===== config.mk =====
export PLATFORM = sky130hd
export DESIGN_NAME = lzrw1_token_parser
export DESIGN_NICKNAME = d
export VERILOG_FILES = /design/src/rtl/deompressor_pkg.sv /design/src/rtl/lzrw1_token_parser.sv
export SDC_FILE = /design/constraint.sdc
export NUM_CORES = 1
export LEC_CHECK = 0
export CORE_ASPECT_RATIO = 1.2
export CORE_UTILIZATION = 40
export CTS_BUF_LIST = sky130_fd_sc_hd__clkbuf_4 sky130_fd_sc_hd__clkbuf_8 sky130_fd_sc_hd__clkbuf_16
export DETAILED_ROUTE_END_ITERATION = 10
export PLACE_DENSITY_LB_ADDON = 0.15
export SYNTH_ARGS = -nofsm -noshare
export SYNTH_HDL_FRONTEND = slang
export SYNTH_SLANG_ARGS = --single-unit

===== constraint.sdc =====
create_clock -name clock -period 6.9 [get_ports clock]
set_clock_uncertainty 0.2 [all_clocks]
set_input_delay 2.07 -clock clock [delete_from_list [all_inputs] [get_ports clock]]
set_output_delay 2.07 -clock clock [all_outputs]
set_load 0.01 [all_outputs]

===== src/rtl/deompressor_pkg.sv =====
// Shared LZRW1 decompressor definitions: stream constants, the token format
// handed from the parser to the decompressor core, and the parser state set.
package deompressor_pkg;

    localparam int HISTORY_SIZE = 4096;
    localparam int OFFSET_WIDTH = $clog2(HISTORY_SIZE);
    localparam int CTRL_BITS    = 16;
    localparam int MIN_MATCH    = 3;
    localparam int MAX_MATCH    = 16;
    localparam int LENGTH_WIDTH = 5;
    localparam int BITCNT_WIDTH = $clog2(CTRL_BITS);

    // One decoded item: a literal byte, or a back-reference (offset, length).
    typedef struct packed {
        logic                    is_copy;
        logic [7:0]              literal;
        logic [OFFSET_WIDTH-1:0] offset;
        logic [LENGTH_WIDTH-1:0] length;
    } data_in_t;

    localparam int TOK_WIDTH = $bits(data_in_t);

    typedef enum logic [2:0] {
        S_CTRL_LO = 3'd0,
        S_CTRL_HI = 3'd1,
        S_ITEM    = 3'd2,
        S_COPY_LO = 3'd3,
        S_DRAIN   = 3'd4
    } parser_state_e;

    // Literal token: only the byte field carries information.
    function automatic data_in_t make_literal(input logic [7:0] b);
        data_in_t t;
        t         = '0;
        t.literal = b;
        return t;
    endfunction

    // Copy token from the two item bytes: offset = {b0[7:4], b1}, length = b0[3:0] + 1.
    function automatic data_in_t make_copy(input logic [7:0] b0, input logic [7:0] b1);
        data_in_t t;
        t         = '0;
        t.is_copy = 1'b1;
        t.offset  = {b0[7:4], b1};
        t.length  = {1'b0, b0[3:0]} + 5'd1;
        return t;
    endfunction

endpackage


===== src/rtl/lzrw1_token_parser.sv =====
// LZRW1 token parser: splits the compressed byte stream into control words and
// literal/copy tokens, holding one registered token for the decompressor core.
module lzrw1_token_parser
    import deompressor_pkg::*;
(
    input  logic                 clock,
    input  logic                 reset,
    input  logic [7:0]           in_byte,
    input  logic                 in_valid,
    input  logic                 in_last,
    output logic                 in_ready,
    output logic [TOK_WIDTH-1:0] tok_out,
    output logic                 tok_valid,
    output logic                 tok_last,
    input  logic                 decompressor_busy,
    output logic                 parser_idle,
    output logic                 format_error
);

    parser_state_e           state_q, state_d;
    logic [CTRL_BITS-1:0]    ctrl_q, ctrl_d;
    logic [BITCNT_WIDTH-1:0] bitcnt_q, bitcnt_d;
    logic [7:0]              byte0_q, byte0_d;
    data_in_t                tok_q, tok_d;
    logic                    tok_valid_q, tok_valid_d;
    logic                    tok_last_q, tok_last_d;
    logic                    format_error_q, format_error_d;

    logic                    accept;
    logic                    emit;
    logic                    item_done;
    data_in_t                new_tok;
    data_in_t                copy_tok;
    logic                    copy_bad;

    // State register: all parser state, synchronously cleared by reset.
    always_ff @(posedge clock) begin
        // NOTE: flops use non-blocking assignments so every register samples
        // pre-edge values; the reset branch is synchronous and clears everything.
        if (!reset) begin
            state_q        <= S_CTRL_LO;
            ctrl_q         <= '0;
            bitcnt_q       <= '0;
            byte0_q        <= '0;
            tok_q          <= '0;
            tok_valid_q    <= 1'b0;
            tok_last_q     <= 1'b0;
            format_error_q <= 1'b0;
        end else begin
            state_q        <= state_d;
            ctrl_q         <= ctrl_d;
            bitcnt_q       <= bitcnt_d;
            byte0_q        <= byte0_d;
            tok_q          <= tok_d;
            tok_valid_q    <= tok_valid_d;
            tok_last_q     <= tok_last_d;
            format_error_q <= format_error_d;
        end
    end

    // Next-state: walk the control word one item at a time and build tokens.
    always_comb begin
        // NOTE: every signal gets a default before the case so no latch is inferred.
        state_d        = state_q;
        ctrl_d         = ctrl_q;
        bitcnt_d       = bitcnt_q;
        byte0_d        = byte0_q;
        tok_d          = tok_q;
        tok_valid_d    = tok_valid_q;
        tok_last_d     = tok_last_q;
        format_error_d = format_error_q;
        emit           = 1'b0;
        item_done      = 1'b0;
        new_tok        = '0;

        copy_tok = make_copy(byte0_q, in_byte);
        copy_bad = (copy_tok.length < LENGTH_WIDTH'(MIN_MATCH)) || (copy_tok.offset == '0);

        // A transfer frees the slot; a new token loaded this cycle overrides below.
        if (tok_valid_q && !decompressor_busy) begin
            tok_valid_d = 1'b0;
        end

        if (accept) begin
            case (state_q)
                S_CTRL_LO: begin
                    if (in_last) begin
                        format_error_d = 1'b1;
                    end else begin
                        ctrl_d[7:0] = in_byte;
                        state_d     = S_CTRL_HI;
                    end
                end
                S_CTRL_HI: begin
                    // An empty control word ending the block is legal.
                    if (in_last) begin
                        state_d = S_CTRL_LO;
                    end else begin
                        ctrl_d[15:8] = in_byte;
                        bitcnt_d     = '0;
                        state_d      = S_ITEM;
                    end
                end
                S_ITEM: begin
                    if (!ctrl_q[bitcnt_q]) begin
                        new_tok   = make_literal(in_byte);
                        emit      = 1'b1;
                        item_done = 1'b1;
                    end else if (in_last) begin
                        // Stream ended halfway through a copy item.
                        format_error_d = 1'b1;
                        bitcnt_d       = '0;
                        state_d        = S_CTRL_LO;
                    end else begin
                        byte0_d = in_byte;
                        state_d = S_COPY_LO;
                    end
                end
                S_COPY_LO: begin
                    if (copy_bad) begin
                        format_error_d = 1'b1;
                        bitcnt_d       = '0;
                        state_d        = in_last ? S_CTRL_LO : S_DRAIN;
                    end else begin
                        new_tok   = copy_tok;
                        emit      = 1'b1;
                        item_done = 1'b1;
                    end
                end
                S_DRAIN: begin
                    if (in_last) begin
                        state_d = S_CTRL_LO;
                    end
                end
                default: begin
                    state_d = S_CTRL_LO;
                end
            endcase
        end

        // Item bookkeeping: block end or control-word exhaustion fetches a new word.
        if (item_done) begin
            if (in_last) begin
                bitcnt_d = '0;
                state_d  = S_CTRL_LO;
            end else begin
                bitcnt_d = bitcnt_q + 1'b1;
                state_d  = (bitcnt_q == BITCNT_WIDTH'(CTRL_BITS - 1)) ? S_CTRL_LO : S_ITEM;
            end
        end

        if (emit) begin
            tok_d       = new_tok;
            tok_last_d  = in_last;
            tok_valid_d = 1'b1;
        end
    end

    // Outputs: ready passes through the single output slot; idle when nothing pending.
    always_comb begin
        in_ready    = reset && (!tok_valid_q || !decompressor_busy);
        accept      = in_valid && in_ready;
        parser_idle = (state_q == S_CTRL_LO) && !tok_valid_q;
    end

    assign tok_out      = tok_q;
    assign tok_valid    = tok_valid_q;
    assign tok_last     = tok_last_q;
    assign format_error = format_error_q;

endmodule

# Word-level counts from Yosys, hierarchy flattened
# Index checks and enable logic that the tools add are counted.
# totals
output_inout_bits	31
wordCells	86
in_bits	13
register_bits	60
# op_classes
n_mux	36
order_cmp	2
n_eq_ne	13
reduce_logical	20
bitwise_logic	1
addsub	2
# op_table
op	n
$mux 26	2
$pmux 26 s2	1
$mux 4	7
$mux 25	1
$mux 3	7
$ne 3x3->1 const B	6
$pmux 3 s5	1
$logic_not 12->1	1
$pmux 4 s3	1
$mux 1	9
$mux 2	4
$reduce_and 4->1	2
$eq 3x2->1 const B	2
$reduce_and 3->1	2
$reduce_and 6->1	1
$add 4x1->5 const B	1
$lt 4x5->1 const B	1
$lt 5x2->1 const B	1
$reduce_and 5->1	1
$add 4x1->4 const B	1
$bmux 1 s4	1
$eq 4x4->1 const B	1
$logic_and 1x1->1	4
$ne 2x2->1 const B	2
other kinds (11)	14

# Logic depth before layout (Yosys ltp)
# Gate-level depths: netlist (run 1).
# logic_depth
word_depth	8
ltp_mapped	10
ltp_nobuf	7

# Worst setup path after synthesis (run 1)
# No wires, ideal clock.
# synth_path
kind	input-to-output
from	input reset
to	output in_ready
path_slack_ps	2251
cell_stages	2
path_buffers	0
required_time_ps	4630
arrival_time_ps	2379
cell_sequence	inv_2 > a21oi_1
# synth_via
elab_chain_len	1
# synth_rtl
element	line	text
start: declaration	lzrw1_token_parser.sv:7	input logic reset,
$logic_and 1x1->1	lzrw1_token_parser.sv:161	in_ready = reset && (!tok_valid_q || !decompressor_busy);
end: declaration	lzrw1_token_parser.sv:11	output logic in_ready,
# Every way passes these cells.

# Worst setup path in the final report (run 1)
# Same ends and word-level chain as after synthesis.

==> key figures, run 1 <==
CTS
  – Clk root buf: clkbuf_8
  – CTS sink cnt: 60
  – Post-CTS setup buffers: 0
  – Skew-Pair Late Insertion Delay: 0.33 ns
  – H-tree Lvls: 3
  – TritonCTS Buffers: 9
  – Resized Gates After CTS: 0
  – CTS max path bufs: 2
  – Clk slew on worst S/H paths: 0.07 ns
  – CTS tree: yes
  – CTS Hold Bufs: 0

Die
  – Initial Util: 41.7%
  – Cell Rows: 31
  – Die height: 89.3 µm
  – Area of the die: 6670 µm²
  – Width of the die: 74.7 µm
  – Core Region: 6090 µm²
  – Top-level port count: 44

Drt
  – Vias: 1958
  – Initial DRC count: 114
  – DRT Pass-1 Iters: 4
  – Avg Vias per Cell: 5.24
  – Drt drc: 0
  – Post-DRT Antenna Nets: 0
  – DR WL/cell: 15.1 µm
  – WL final: 5630 µm

Power
  – Cell Pwr Density: 228 nW/µm²
  – VDD IR max: 117 µV
  – Leak: 1.22 nW

Outcome
  – Outcome: completed

Placement
  – Post-detail-place hpwl: 3740 µm
  – Placed insts: 358
  – IO buf count: 43
  – Final Wtd Congestion: 0.745

Worst hold path
  – Hold Path Class: reg2reg
  – Worst Hold Path EP: format_error
  – HP Start: format_error
  – WHS Path Cells: 2

Layout
  – Commonest non-fill, non-tap cell in the layout: dfxtp_1
  – Share of cells above drive strength 1: 7.88%
  – # fillers: 585
  – Post-Layout Cell Count: 374
  – Antenna diode count: 0
  – Leading cell types in the layout, fill and taps excluded: 60 x dfxtp_1, 43 x clkdlybuf4s50_1, 34 x mux2i_1
  – Synth-to-layout area growth: 25.6%
  – Total Nets Final: 302

STA
  – Slew HR: 34.3%
  – Part of the cycle the worst path needs: 87.8%
  – Number of setup violations in the final report: 0
  – Sum Neg Setup Slack: 0 ns
  – RSZ-0062 raised after global routing: no
  – Minimum clock period: 6.06 ns
  – Fmax: 165 MHz
  – Final Hold Viols: 0
  – Count of pins over their slew limit: 0
  – Worst Tran Pin Value: 0.973 ns

Logic synthesis
  – Post-synth ARST share: 0%
  – Post-synthesis sequential area ratio: 47.3%
  – Syn_nets: 263
  – Distinct cells, synth: 50
  – Dominant synthesized flop cell: dfxtp_1
  – Synth Warn #: 0
  – Post-Synthesis Cell Area: 2540 µm²
  – Seq cells post-synth: 60
  – Synth Instances: 248
  – Number of flops mapped to enable cells by yosys: 0
  – Post-synthesis area per instance: 10.2 µm²

Run
  – Max_cap viols: 0

Setup path
  – Setup crit start kind: primary input
  – Reg-to-reg slack, setup: 3.76 ns
  – Crit Path Max Fanout: 27
  – Worst R2R End: tok_out[21]
  – Worst r2r src: bitcnt_q[2]
  – Worst Path Required: 4.63 ns
  – Setup CP Type: in2out
  – R2R cell count: 6
  – Worst Path Arrival: 3.79 ns
  – Crit. End Element: primary output

GRT
  – Largest net degree at the start of global routing: 28
  – Initial antenna violation count: 0
  – Vias in the first global route: 1820
  – First-pass GRT wire length: 9140 µm
  – Remaining Overflow, GRT: 0
  – Overall routing resource usage: 18.8%
-- report_power, final --
group          internal, W  switching, W
sequential        0.000351    0.00000502
combinational    0.0000216     0.0000279
clock             0.000184      0.000136
-- cells by family after synthesis --
kind of cell    Yosys count  share of synthesized area (%)
simple gates             63                           12.6
compound gates           61                           19.9
flops                    60                           47.3
mux                      34                           13.4
buf+inv                  25                           4.83
xor+xnor                  3                           1.03
fa+ha+maj                 2                          0.985
-- worst max path at each step --
stage	from	endpoint	slack (ns)
2_1_floorplan	reset	in_ready	2.25
3_3_place_gp	reset	in_ready	0.86
3_5_place_dp	reset	in_ready	0.83
4_1_cts	reset	in_ready	0.83
5_1_grt	reset	in_ready	0.71
6_report	reset	in_ready	0.84
-- critical path: stages --
cell	delay [ns]
clkdlybuf4s50_1	0.63
inv_2	0.27
a21oi_1	0.26
clkdlybuf4s50_1	0.57
-- registers in the layout (all words and copies together), names as in the netlist --
| signal | count |
|---|---|
| tok_out | 26 |
| ctrl_q | 16 |
| byte0_q | 8 |
| bitcnt_q | 4 |
| state_q | 3 |
| format_error | 1 |
| tok_last | 1 |
| tok_valid | 1 |
-- metrics by stage --
stage               power [W]  instance area [µm²]  hold slack, ns  util, %  setup slack (ns)
finish               0.000726                 3190           0.267     52.4             0.841
CTS                  0.000735                 3190           0.272     52.4             0.829
detailed placement   0.000414                 2990           0.255     49.1             0.831
global route         0.000756                 3190           0.288     52.4             0.706
floorplan            0.000390                 2540           0.263        -              2.25
global placement     0.000414                 2990           0.264     49.1             0.860
-- synth_stat cells, types with 2 or more instances --
master,instances,area share [%]
a211oi_1,3,0.89
a21oi_1,5,0.99
a22o_1,24,8.3
a22oi_1,3,0.89
a31oi_1,2,0.49
and2_1,4,0.99
buf_2,4,0.79
clkbuf_1,9,1.3
dfxtp_1,60,47
ha_1,2,0.99
inv_1,9,1.3
mux2i_1,34,13
nand2_1,7,1.0
nand3_1,4,0.79
nand3b_1,2,0.59
nor2_1,28,4.1
nor2b_1,4,0.99
nor3_1,3,0.59
nor4_1,4,0.99
o21a_1,3,0.89
o21ai_0,3,0.59
o31ai_1,2,0.59
xor2_1,2,0.69
-- area by class of cell --
cell class	instances	area [µm²]	share of cell area [%]
flip-flops and latches	60	1200	37.7
multi-input cells	163	1220	38.1
clock inverters	4	48.8	1.53
well taps	82	103	3.22
inverters	10	37.5	1.18
repair buffers	43	430	13.5
clock buffers	12	153	4.79
-- metal layers --
| metal | track usage, % | up-vias | share of wire [%] |
|---|---|---|---|
| met2 | 27.6 | 40 | 48 |
| met1 | 25.4 | 926 | 49 |
| met3 | 6.43 | 4 | 2.9 |
| li1 | - | 988 | - |
| met4 | 7.20 | 0 | 0.92 |
| met5 | 0 | - | 0 |
(Power assumes the default switching activity.)
==> inputs of run 2 (changes only) <==
--- a/config.mk
+++ b/config.mk
@@ -10,6 +10,7 @@
 export CTS_BUF_LIST = sky130_fd_sc_hd__clkbuf_4 sky130_fd_sc_hd__clkbuf_8 sky130_fd_sc_hd__clkbuf_16
 export DETAILED_ROUTE_END_ITERATION = 10
 export PLACE_DENSITY_LB_ADDON = 0.15
+export SKIP_CTS_REPAIR_TIMING = 1
 export SYNTH_ARGS = -nofsm -noshare
 export SYNTH_HDL_FRONTEND = slang
 export SYNTH_SLANG_ARGS = --single-unit
==> constraint.sdc (replaced) <==
create_clock -name clock -period 6.03 [get_ports clock]
set_clock_uncertainty 0.2 [all_clocks]
set_input_delay 1.809 -clock clock [delete_from_list [all_inputs] [get_ports clock]]
set_output_delay 1.809 -clock clock [all_outputs]
set_load 0.01 [all_outputs]
==> key figures, run 2 (same netlist as run 1, synthesis figures left out) <==
Die
  – Top-level port count: 44 (unchanged)
  – Cell Rows: 31 (unchanged)
  – Width of the die: 74.7 µm (unchanged)
  – Area of the die: 6670 µm² (unchanged)
  – Die height: 89.3 µm (unchanged)
  – Initial Util: 41.7% (unchanged)
  – Core Region: 6090 µm² (unchanged)

Drt
  – DR WL/cell: 15.3 µm (+1.5%)
  – Drt drc: 0 (unchanged)
  – Post-DRT Antenna Nets: 0 (unchanged)
  – Vias: 1997 (+2.0%)
  – WL final: 5730 µm (+1.8%)
  – Initial DRC count: 187 (+64%)
  – Avg Vias per Cell: 5.33 (+1.7%)
  – DRT Pass-1 Iters: 4 (unchanged)

STA
  – Fmax: 190 MHz
  – Minimum clock period: 5.25 ns
  – Sum Neg Setup Slack: 0 ns (unchanged)
  – Final Hold Viols: 0 (unchanged)
  – RSZ-0062 raised after global routing: no
  – Slew HR: 38.4% (+4.1 points)
  – Count of pins over their slew limit: 0 (unchanged)
  – Part of the cycle the worst path needs: 87.1%
  – Worst Tran Pin Value: 0.912 ns (-0.0604 ns)
  – Final worst slack: 0.775 ns (-0.0661 ns)
  – Number of setup violations in the final report: 0 (unchanged)

Setup path
  – R2R cell count: 6 (unchanged)
  – Worst Path Required: 4.02 ns (-0.61 ns)
  – Critical path's largest stage delay: 0.61 ns (-0.02 ns)
  – Setup CP Type: in2out
  – Crit Path Max Fanout: 7 (-74%)
  – Setup crit start kind: primary input
  – Crit. End Element: primary output
  – CP delay by family, top: buffers and inverters
  – Crit-path slowest cell: clkdlybuf4s50_1
  – Worst R2R End: tok_out[6]
  – Worst Path Arrival: 3.25 ns (-0.54 ns)
  – Most frequent CP cell: clkdlybuf4s50_1
  – WP buf/inv: 3 (unchanged)
  – Reg-to-reg slack, setup: 2.91 ns (-0.85 ns)
  – Worst r2r src: bitcnt_q[2]
  – Critical path cell sequence: clkdlybuf4s50_1, inv_2, a21oi_1, clkdlybuf4s50_1

CTS
  – Clk slew on worst S/H paths: 0.07 ns (about the same)
  – CTS sink cnt: 60 (unchanged)
  – H-tree Lvls: 3 (unchanged)
  – TritonCTS Buffers: 9 (unchanged)
  – Skew-Pair Late Insertion Delay: 0.34 ns (about the same)
  – Clk root buf: clkbuf_8
  – CTS tree: yes
  – CTS max path bufs: 2 (unchanged)

GRT
  – First-pass GRT wire length: 9230 µm (+1.1%)
  – Initial antenna violation count: 0 (unchanged)
  – Remaining Overflow, GRT: 0 (unchanged)
  – Vias in the first global route: 1863 (+2.4%)
  – Largest net degree at the start of global routing: 27 (-3.6%)
  – Overall routing resource usage: 18.9% (+0.043 points)

Outcome
  – Outcome: completed

Layout
  – Finished Core Util: 52.4% (about the same)
  – Antenna diode count: 0 (unchanged)
  – Synth-to-layout area growth: 25.6% (about the same)
  – Share of cells above drive strength 1: 8.19% (+0.31 points)
  – Commonest non-fill, non-tap cell in the layout: dfxtp_1
  – Leading cell types in the layout, fill and taps excluded: 60 x dfxtp_1, 43 x clkdlybuf4s50_1, 34 x mux2i_1
  – Total Nets Final: 303 (+0.33%)
  – Max FFs per register: 26 (unchanged)

Worst hold path
  – Worst Hold Path EP: tok_out[4]
  – Hold Path Class: reg2reg
  – WHS Path Cells: 1 (-1)
  – HP Start: tok_out[4]

Placement
  – Post-detail-place hpwl: 3800 µm (+1.6%)
  – Final Wtd Congestion: 0.735 (-1.3%)
  – IO buf count: 43 (unchanged)
  – Pre-CTS setup slack: 0.757 ns (-0.0746 ns)

Power
  – Leak: 1.21 nW (-0.52%)
  – VDD IR max: 196 µV (+68%)
  – Cell Pwr Density: 258 nW/µm² (+14%)

Run
  – Max_cap viols: 0 (unchanged)
[run 2: changes by cell type in the layout (fill, tap and decap cells not counted)]
cell and change:
clkinvlp_4 +2, clkbuf_8 -1, inv_6 +1, buf_4 +1, clkbuf_4 -1, clkinv_4 -1
[run 2: final cells by class]
cell class              instances  area [µm²]
fillers                       559        2900
multi-input cells             163        1220
flip-flops and latches         60        1200
repair buffers                 44         438
clock buffers                  10         131
well taps                      82         103
clock inverters                 6        63.8
inverters                      10        37.5
[run 2: through the flow]
step | power (W) | hold slack, ns | area [µm²] | std cells
after floorplan | 0.000446 | 0.263 | 2540 | 248
after global placement | 0.000474 | 0.261 | 3000 | 359
after detailed placement | 0.000474 | 0.264 | 3000 | 359
after CTS | 0.000830 | 0.283 | 3190 | 375
after global routing | 0.000859 | 0.297 | 3190 | 375
final | 0.000824 | 0.278 | 3190 | 375
[run 2: power by group]
group	switching, W	total (W)	internal (W)
combinational	0.0000320	0.0000572	0.0000252
clock	0.000164	0.000359	0.000195
sequential	0.00000586	0.000408	0.000402
[run 2: how the worst max path moves through the flow]
stage          startpoint  endpoint  slack, ns  cells past startpoint
2_1_floorplan       reset  in_ready       1.90                      2
3_3_place_gp        reset  in_ready       0.80                      4
3_5_place_dp        reset  in_ready       0.76                      4
4_1_cts             reset  in_ready       0.76                      4
5_1_grt             reset  in_ready       0.67                      4
6_report            reset  in_ready       0.78                      4
[run 2: routing by layer]
| metal | routed length (µm) | GRT usage [%] | share of wire, % | vias up |
|---|---|---|---|---|
| met5 | 0 | 0 | 0 | - |
| met4 | 71 | 6.69 | 1.2 | 0 |
| met3 | 190 | 6.20 | 3.3 | 7 |
| met2 | 2700 | 28.3 | 47 | 27 |
| met1 | 2770 | 25.3 | 48 | 971 |
| li1 | - | - | - | 992 |
[run 2: worst register-to-register path: cells and delay by family (launching register included)]
kind,cells,cell delay [ns]
multiplexers,1,0.17
AND/OR/NAND/NOR,1,0.41
flip-flops,1,0.71
AO/OA/AOI/OAI,4,1.58
